$ cat src/rtl/node_input_sequencer_if.sv
// -----------------------------------------------------------------------------
// node_input_sequencer_if
//   Bundles the two streaming faces of the node input sequencer:
//     - upstream frame stream : in_valid, in_data, in_ready (+ in_last when
//       FRAME_LAST_EN is defined)
//     - node-facing sample bus: node_ready, data_out, cnt_val, data_valid,
//       acc_clr
//   modport master : the sequencer (drives in_ready and the node-facing bus)
//   modport slave  : the environment (upstream source and the node itself)
//   Optional macro: FRAME_LAST_EN adds the in_last frame delimiter.
// -----------------------------------------------------------------------------
interface node_input_sequencer_if #(
  parameter int DATA_W = 16,
  parameter int CNT_W  = 7
);
  logic              in_valid;
  logic [DATA_W-1:0] in_data;
  logic              in_ready;
`ifdef FRAME_LAST_EN
  logic              in_last;
`endif
  logic              node_ready;
  logic [DATA_W-1:0] data_out;
  logic [CNT_W-1:0]  cnt_val;
  logic              data_valid;
  logic              acc_clr;

  modport master (
`ifdef FRAME_LAST_EN
    input  in_last,
`endif
    input  in_valid, in_data, node_ready,
    output in_ready, data_out, cnt_val, data_valid, acc_clr
  );

  modport slave (
`ifdef FRAME_LAST_EN
    output in_last,
`endif
    output in_valid, in_data, node_ready,
    input  in_ready, data_out, cnt_val, data_valid, acc_clr
  );
endinterface

$ cat src/rtl/node_input_sequencer.sv
// -----------------------------------------------------------------------------
// node_input_sequencer
//   Loads one NUM_INPUTS-sample feature frame from a valid/ready stream into an
//   internal buffer, then sweeps it word-serially to the node datapath with an
//   accumulator-clear pulse before the sweep and a done pulse after it.
//   Flow: IDLE -start-> LOAD (NUM_INPUTS handshakes) -> CLEAR (acc_clr)
//         -> SWEEP (NUM_INPUTS node consumptions) -> DONE (sweep_done) -> IDLE
// Ports:
//   clk, rst     clock (rising edge), asynchronous active-high reset
//   start        begin a frame load; only honoured in IDLE
//   bus          node_input_sequencer_if.master (upstream stream + node bus)
//   busy         high in every state except IDLE
//   sweep_done   one-cycle pulse after the last sample was consumed
//   frame_err    sticky framing error (FRAME_LAST_EN only, else tied 0)
// Optional macro: FRAME_LAST_EN -- frame must be delimited by in_last on the
//   final word; a misplaced or missing in_last aborts the frame to IDLE.
// -----------------------------------------------------------------------------
module node_input_sequencer #(
  parameter int DATA_W     = 16,
  parameter int NUM_INPUTS = 64,
  parameter int CNT_W      = 7
) (
  input  logic                  clk,
  input  logic                  rst,
  input  logic                  start,
  node_input_sequencer_if.master bus,
  output logic                  busy,
  output logic                  sweep_done,
  output logic                  frame_err
);
  localparam int               ADDR_W   = $clog2(NUM_INPUTS);
  localparam logic [CNT_W-1:0] LAST_IDX = CNT_W'(NUM_INPUTS - 1);

  typedef enum logic [2:0] {IDLE, LOAD, CLEAR, SWEEP, DONE} state_t;

  state_t            state, state_nxt;
  logic [CNT_W-1:0]  wr_cnt;
  logic [CNT_W-1:0]  cnt_q;
  logic [CNT_W-1:0]  cnt_inc;
  logic [DATA_W-1:0] data_q;
  logic [DATA_W-1:0] frame_buf [NUM_INPUTS];
  logic              in_hs;
  logic              node_hs;
  logic              frame_bad;

  // All strobes are pure decodes of the registered state, so reset clears
  // them asynchronously without waiting for a clock edge.
  assign bus.in_ready   = (state == LOAD);
  assign bus.acc_clr    = (state == CLEAR);
  assign bus.data_valid = (state == SWEEP);
  assign sweep_done     = (state == DONE);
  assign busy           = (state != IDLE);
  assign bus.cnt_val    = cnt_q;
  assign bus.data_out   = data_q;

  assign in_hs   = bus.in_valid & bus.in_ready;
  assign node_hs = bus.data_valid & bus.node_ready;
  assign cnt_inc = cnt_q + CNT_W'(1);

`ifdef FRAME_LAST_EN
  // Well formed only when in_last marks exactly the final word of the frame.
  assign frame_bad = in_hs & (bus.in_last != (wr_cnt == LAST_IDX));
`else
  assign frame_bad = 1'b0;
`endif

  // NOTE: sequential state uses non-blocking assignments so every register
  // samples pre-edge values; blocking here would create order-dependent races.
  always_ff @(posedge clk or posedge rst) begin
    if (rst) state <= IDLE;
    else     state <= state_nxt;
  end

  // NOTE: state_nxt gets a default before the case so no path leaves it
  // unassigned, which would otherwise infer a latch.
  always_comb begin
    state_nxt = state;
    case (state)
      IDLE:    if (start) state_nxt = LOAD;
      LOAD: begin
        if (frame_bad)                        state_nxt = IDLE;
        else if (in_hs && wr_cnt == LAST_IDX) state_nxt = CLEAR;
      end
      CLEAR:   state_nxt = SWEEP;
      SWEEP:   if (node_hs && cnt_q == LAST_IDX) state_nxt = DONE;
      DONE:    state_nxt = IDLE;
      default: state_nxt = IDLE;
    endcase
  end

  // NOTE: the frame buffer has no reset; every entry is written during LOAD
  // before SWEEP can read it, and leaving it unreset lets it map to RAM.
  always_ff @(posedge clk) begin
    if (in_hs) frame_buf[wr_cnt[ADDR_W-1:0]] <= bus.in_data;
  end

  // data_q is prefetched together with cnt_q so the sample and its index are
  // presented in the same cycle. After the last consumption cnt_q parks at
  // NUM_INPUTS as the end marker and data_q simply holds.
  always_ff @(posedge clk or posedge rst) begin
    if (rst) begin
      wr_cnt <= '0;
      cnt_q  <= '0;
      data_q <= '0;
    end else begin
      case (state)
        IDLE:  if (start) wr_cnt <= '0;
        LOAD:  if (in_hs) wr_cnt <= wr_cnt + CNT_W'(1);
        CLEAR: begin
          cnt_q  <= '0;
          data_q <= frame_buf[0];
        end
        SWEEP: if (node_hs) begin
          cnt_q <= cnt_inc;
          if (cnt_q != LAST_IDX) data_q <= frame_buf[cnt_inc[ADDR_W-1:0]];
        end
        default: ;
      endcase
    end
  end

`ifdef FRAME_LAST_EN
  always_ff @(posedge clk or posedge rst) begin
    if (rst)                          frame_err <= 1'b0;
    else if (state == IDLE && start)  frame_err <= 1'b0;
    else if (frame_bad)               frame_err <= 1'b1;
  end
`else
  assign frame_err = 1'b0;
`endif

endmodule
$ cat src/flat_wrapper.sv
// flat-port wrapper written by rule: the top's interface ports become plain ports
module node_input_sequencer_flat 
#(
  parameter int DATA_W     = 16,
  parameter int NUM_INPUTS = 64,
  parameter int CNT_W      = 7
)
  (clk, rst, start, busy, sweep_done, frame_err, bus_in_valid, bus_in_data, bus_node_ready, bus_in_ready, bus_data_out, bus_cnt_val, bus_data_valid, bus_acc_clr);
  node_input_sequencer_if #(.DATA_W(DATA_W), .CNT_W(CNT_W)) bus_i ();
  input  logic clk;
  input  logic rst;
  input  logic start;
  output logic busy;
  output logic sweep_done;
  output logic frame_err;
  input wire logic [$bits(bus_i.in_valid)-1:0] bus_in_valid;
  input wire logic [$bits(bus_i.in_data)-1:0] bus_in_data;
  input wire logic [$bits(bus_i.node_ready)-1:0] bus_node_ready;
  output wire logic [$bits(bus_i.in_ready)-1:0] bus_in_ready;
  output wire logic [$bits(bus_i.data_out)-1:0] bus_data_out;
  output wire logic [$bits(bus_i.cnt_val)-1:0] bus_cnt_val;
  output wire logic [$bits(bus_i.data_valid)-1:0] bus_data_valid;
  output wire logic [$bits(bus_i.acc_clr)-1:0] bus_acc_clr;
  assign bus_i.in_valid = bus_in_valid;
  assign bus_i.in_data = bus_in_data;
  assign bus_i.node_ready = bus_node_ready;
  assign bus_in_ready = bus_i.in_ready;
  assign bus_data_out = bus_i.data_out;
  assign bus_cnt_val = bus_i.cnt_val;
  assign bus_data_valid = bus_i.data_valid;
  assign bus_acc_clr = bus_i.acc_clr;
  node_input_sequencer #(.DATA_W(DATA_W), .NUM_INPUTS(NUM_INPUTS), .CNT_W(CNT_W)) u_core (.clk(clk), .rst(rst), .start(start), .bus(bus_i), .busy(busy), .sweep_done(sweep_done), .frame_err(frame_err));
endmodule
$ cat config.mk
export PLATFORM = sky130hd
export DESIGN_NAME = node_input_sequencer_flat
export DESIGN_NICKNAME = d
export VERILOG_FILES = /design/src/rtl/node_input_sequencer_if.sv /design/src/rtl/node_input_sequencer.sv /design/src/flat_wrapper.sv
export SDC_FILE = /design/constraint.sdc
export NUM_CORES = 1
export LEC_CHECK = 0
export CAP_MARGIN = 20
export CORE_ASPECT_RATIO = 1.1
export CORE_MARGIN = 10
export CORE_UTILIZATION = 40
export CTS_BUF_LIST = sky130_fd_sc_hd__clkbuf_16
export DETAILED_ROUTE_END_ITERATION = 10
export SYNTH_ARGS = -nofsm -noshare
export SYNTH_HDL_FRONTEND = slang
export SYNTH_SLANG_ARGS = --single-unit
export TNS_END_PERCENT = 5
$ cat constraint.sdc
create_clock -name clk -period 3.6 [get_ports clk]
set_input_delay 0.54 -clock clk [delete_from_list [all_inputs] [get_ports clk]]
set_output_delay 0.54 -clock clk [all_outputs]
set_load 0.02 [all_outputs]
=== Word level (Yosys, flattened, before mapping) ===
Memories as Yosys holds them, arrays and structs flattened.
Index checks and enable logic that the tools add are counted.

* Flip-flop bits (word level): 33
* Memory bits (writable): 1,024
* Input port bits: 21
* Output and inout port bits: 29
* Word-level logic and storage cells: 46
* Memories kept: 1

* Add/subtract/negate cells: 2
* Eq/ne operators: 13
* Muxes and demuxes: 14
* Bitwise gates (word level): 2
* Reduce and logical (&&, ||, !) cells: 10

{| class="wikitable"
|+ Memories
! memory !! depth !! bits a word !! read ports !! clocked after memory_dff !! write ports !! line !! text
|-
| u_core.frame_buf || 64 || 16 || 2 || 0 || 1 || node_input_sequencer.sv:41 || <nowiki>logic [DATA_W-1:0] frame_buf [NUM_INPUTS];</nowiki>
|}

{| class="wikitable"
|+ Operator list
! cell !! number
|-
| two-way mux 16 bit || 2
|-
| case mux 16 bit (2 select lines) || 1
|-
| case mux 7 bit (2 select lines) || 2
|-
| two-way mux 7 bit || 3
|-
| adder 7 x 1 -> 7 bit, second input constant || 2
|-
| == test 7 x 6 -> 1 bit, second input constant || 2
|-
| inequality test 2 bit, second input constant || 6
|-
| case mux 3 bit (4 select lines) || 1
|-
| two-way mux 3 bit || 3
|-
| AND reduction 3 bit || 3
|-
| inequality test 7 x 6 -> 1 bit, second input constant || 1
|-
| == test 3 x 2 -> 1 bit, second input constant || 2
|-
| nonzero test 2 bit || 2
|-
| == test 3 x 1 -> 1 bit, second input constant || 1
|-
| == test 3 bit, second input constant || 1
|-
| logical NOT 3 bit || 1
|-
| nonzero test 3 bit || 1
|-
| bitwise AND 1 bit || 2
|-
| logical AND 1 bit || 2
|-
| two-way mux 1 bit || 2
|-
| AND reduction 2 bit || 1
|}

=== Longest topological paths before layout ===
* Word-level depth: 5
* Depth in mapped cells: 11
* Mapped depth without buffers: 8

=== Least setup slack after synthesis ===
OpenSTA, ideal clock, no wires.

* Path kind: register -> register
* Start: register u_core.state[2]
* End: memory u_core.frame_buf[40][0], enable pin
* Arrival time: 2,809 ps
* Path slack: 403 ps
* Stages on the path, launching flop included: 7
* Cell sequence: dfrtp_1 -> nor3b_1 -> and2_1 -> clkbuf_1 -> clkbuf_1 -> nand4b_1 -> nor2_1

* Cells in the longest elaborated chain, start to end: 4

{| class="wikitable"
|+ RTL lines
! what !! line !! text
|-
| from (decl) || node_input_sequencer.sv:36 || <nowiki>state_t state, state_nxt;</nowiki>
|-
| from (signal assigned) || node_input_sequencer.sv:71 || <nowiki>else state <= state_nxt;</nowiki>
|-
| == test 3 x 1 -> 1 bit || node_input_sequencer.sv:48 || <nowiki>assign bus.in_ready = (state == LOAD);</nowiki>
|-
| named net bus_in_ready || flat_wrapper.sv:19 || <nowiki>output wire logic [$bits(bus_i.in_ready)-1:0] bus_in_ready;</nowiki>
|-
| bitwise AND 1 bit || node_input_sequencer.sv:56 || <nowiki>assign in_hs = bus.in_valid & bus.in_ready;</nowiki>
|-
| two-way mux 1 bit || node_input_sequencer.sv:94 || <nowiki>if (in_hs) frame_buf[wr_cnt[ADDR_W-1:0]] <= bus.in_data;</nowiki>
|-
| two-way mux 1 bit (implied by the code) || node_input_sequencer.sv:94 ||
|-
| to (decl) || node_input_sequencer.sv:41 ||
|}

The timed path passes the listed nets, and every way through them passes these cells.

=== Worst setup path in the final report ===
* Start: register u_core.cnt_q[0], in the netlist u_core.bus.cnt_val[0]
* End: register u_core.data_q[3], in the netlist u_core.bus.data_out[3]

* Cells in the longest elaborated chain, start to end: 5
* Elaborated cells between the ends (all ways): 8
* Classes of those cells: add/sub (1); eq/ne (2); mux (3); reduce/logical (1); memory (1)

{| class="wikitable"
|+ RTL lines
! what !! line !! text
|-
| from (decl) || node_input_sequencer.sv:38 || <nowiki>logic [CNT_W-1:0] cnt_q;</nowiki>
|-
| from (signal assigned) || node_input_sequencer.sv:114 || <nowiki>cnt_q <= cnt_inc;</nowiki>
|-
| adder 7 x 1 -> 7 bit || node_input_sequencer.sv:58 || <nowiki>assign cnt_inc = cnt_q + CNT_W'(1);</nowiki>
|-
| memory (64 x 16 bit) || - ||
|-
| two-way mux 16 bit || node_input_sequencer.sv:115 || <nowiki>if (cnt_q != LAST_IDX) data_q <= frame_buf[cnt_inc[ADDR_W-1:0]];</nowiki>
|-
| two-way mux 16 bit || node_input_sequencer.sv:113 || <nowiki>SWEEP: if (node_hs) begin</nowiki>
|-
| case mux 16 bit (2 select lines) || node_input_sequencer.sv:106 || <nowiki>case (state)</nowiki>
|-
| to (signal assigned) || node_input_sequencer.sv:111 || <nowiki>data_q <= frame_buf[0];</nowiki>
|-
| to (signal assigned) || node_input_sequencer.sv:115 ||
|-
| to (decl) || node_input_sequencer.sv:40 || <nowiki>logic [DATA_W-1:0] data_q;</nowiki>
|}

Several ways; a longest one is shown, not always the timed one. The select of a mux whose other input is x is not followed.
A chain may end at the register's enable or synchronous reset.

==> summary.md <==
| Metric | Value |
|---|---|
| Status | finished, final reports clean |
| Initial antenna violation count | 6 |
| CTS tree | built |
| Share of synthesized registers carrying an async set or reset | under 10% |
| Total Routing Usage GR | between 10% and 20% |
| Vias per cell | 5.70 |
| FP Rows | around 120 |
| Peak supply drop | ~0.55 mV |
| Sequential area share after synthesis | approximately three quarters |
| Port bufs | 48 |
| Avg Synthesized Cell Area | 21.7 sq um |
| Synth area leader | edfxtp_1 |
| Finish-stage setup viols | 0 |
| Worst slew pin tran | 1130 ps |
| CP endpoint kind | flop |
| 1st-pass router iterations | 8 |
| Pins over their slew limit | 0 |
| Relative max-transition margin | 24.9% |
| DRC | 0 |
| Worst Path Arrival | about 4000 ps |
| Num CTS Buffers | 101 |
| Number of enable flip-flop cells after synthesis | 1024 |
| Max Cap Violations | 0 |
| Synth top area share | 74.4% |
| Setup TNS | 0 ps |
| Gr ovfl total | 0 |
| TritonCTS sink count | 1057 |
| Fill count | between 8000 and 9000 |
| Area grow syn2layout | 14.7% |
| Required time worst endpoint | between 4000 and 5000 ps |
| Mapped Nets | around 1900 |
| Worst Path Max Fanout | 32 |
| Clock Path Buffers | 3 |
| Initial DRC count | around 2300 |
| Synth warn | 0 |
| Drt wl/cell | just under 30 um |
| Top cells by area, synth | edfxtp_1 (74%), mux4_2 (14%), mux2i_1 (2.9%), dfrtp_1 (2.0%), nor2_1 (0.74%) |
| First-pass GRT wire length | approximately 150000 um |
| Leakage dissipation | ~15 nW |
| P per Cell Area | ~760 nW/um^2 |
| Vias post-DR | ~20000 |
| Post-synth cell types | 47 |
| Startpoint Class | flop |
| FF+latch area | approximately 32000 sq um |
| Final Critical Period | between 3000 and 4000 ps |
| Die W | 327 um |
| Total power | 0.0362 W |
| IO Pins | 50 |
| Hold Crit Class | input port to flop |
| Initial Util | 40.3% |
| Hold Buf Count CTS | 0 |
| Synthesized instance count | between 1500 and 2000 |
| Detail Route Antenna Nets | 0 |
| Netlist area before placement | slightly above 40000 sq um |
| Area of the multi-input gates | 9200 sq um |
| Clock-pin slew on the worst setup and hold paths | ~60 ps |
| Synth cell count leaders | edfxtp_1 (1024), mux4_2 (256), mux2i_1 (120) |
| Die area | approximately 120000 sq um |
| Most frequent cell after synthesis | edfxtp_1 |
| Hpwl dp | ~63000 um |
| Die Height | 357 um |
| # diodes | 0 |
| Post_cts resized | 0 |
| Final Hold Vio Count | 0 |
| Clock root buffer master | clkbuf_16 |
| Largest net degree at the start of global routing | about 80 |
| Critical path class | flop to flop |
| RSZ-0062 raised after global routing | false |
| Synth Register Bits | roughly 1100 |
| Nets | approximately 2100 |
| Later-pin clock latency in the skew report | between 600 and 700 ps |
| Final Cycle Share | 93.7% |
| Worst-case clock skew | 27.4 ps |
| Max Fclk | a little under 0.3 GHz |
| Core area | slightly above 100000 sq um |
| Final Wtd Congestion | 0.878 |
| Share of cells above drive strength 1 | between 20% and 30% |
| Post-CTS setup buffer count | 0 |
| Htree depth | 3 |
| Vias in the first global route | 20577 |
| Synth Flop Type | edfxtp_1 |
| Final WL | between 100000 and 150000 um |
## cells by family after synthesis
logic type / Yosys count / share of synthesized area, %
and+or+nand+nor: 215 / 2.63
adders and majority gates: 2 / 0.0605
muxes: 377 / 16.9
AOI/OAI and AO/OA: 130 / 2.36
other: 1 / 0.00907
buffers and inverters: 114 / 1.50
xor gates and xnor gates: 7 / 0.185
DFF: 1057 / 76.4
## power by group
group | internal [W] | switching (W)
logic | 0.00503 | 0.00614
clock network | 0.00616 | 0.00450
registers | 0.0140 | 0.000400
total | 0.0252 | 0.0110
## final timing paths
| kind | startpoint | to | slack [ps] | cells past startpoint |
|---|---|---|---|---|
| max | u_core.bus.cnt_val[0] | u_core.bus.data_out[3] | 230 | 10 |
| min | bus_in_data[3] | u_core.frame_buf[49][3] | 250 | 1 |
| max reg2reg | u_core.bus.cnt_val[0] | u_core.bus.data_out[3] | 230 | 10 |
| min reg2reg | u_core.wr_cnt[6] | u_core.wr_cnt[6] | 580 | 2 |
| max in group asynchronous | rst | u_core.bus.cnt_val[0] | 2900 | 3 |
| min in group asynchronous | rst | u_core.state[0] | 290 | 3 |
## layout make-up
type | instances | share of cell area [%]
repair buffers | 169 | 3.21
flip-flops and latches | 1057 | 66.6
inverters | 7 | 0.0554
clock inverters | 86 | 1.70
clock buffers | 102 | 5.38
multi-input cells | 732 | 19.4
well taps | 1375 | 3.63
## state kept, by name, summed over array words and instances (netlist names)
signal / cells
u_core.wr_cnt: 7
u_core.bus.cnt_val: 7
u_core.state: 3
u_core.bus.data_out: 16
u_core.frame_buf: 1024
## routing by layer
layer | global-route usage (%) | vias up | wire length, um
met5 | 0 | - | 45
met4 | 5.26 | 8 | 2830
met3 | 3.64 | 168 | 8680
met2 | 28.7 | 907 | 50400
met1 | 24.3 | 10715 | 42600
li1 | - | 8297 | -
## critical path, cell delays in order (launching register included)
cell and delay [ps]:
dfrtp_4 500, buf_12 250, buf_12 290, buf_4 320
mux4_2 520, nor2b_1 140, a211oi_1 360, a21oi_1 180
a22oi_1 210, nand3_1 110, a221o_1 330
## layout by cell type, fill, tap and decap left out, types with 17 or more instances in the layout
master / instances
nand3_1: 23
and3_1: 17
a22oi_1: 22
edfxtp_1: 1024
mux4_2: 256
mux2i_1: 120
buf_12: 17
clkdlybuf4s50_1: 32
dfrtp_1: 32
nor2_1: 82
a21oi_1: 22
clkbuf_16: 102
nand2_1: 23
a211oi_1: 35
buf_4: 104
nor2b_1: 36
inv_1: 26
clkinv_1: 27
a211o_1: 18
## per-stage QoR
stage	instances	setup WS [ps]	util (%)	instance area (sq um)	hold WS [ps]
after floorplan	1903	403	-	41300	506
after global placement	3339	232	43.0	44000	533
after detailed placement	3339	215	43.0	44000	558
after CTS	3527	198	46.2	47400	279
after global routing	3528	55.0	46.2	47400	240
final	3528	225	46.2	47400	247
No activity file was read; power rests on OpenSTA's default activity.
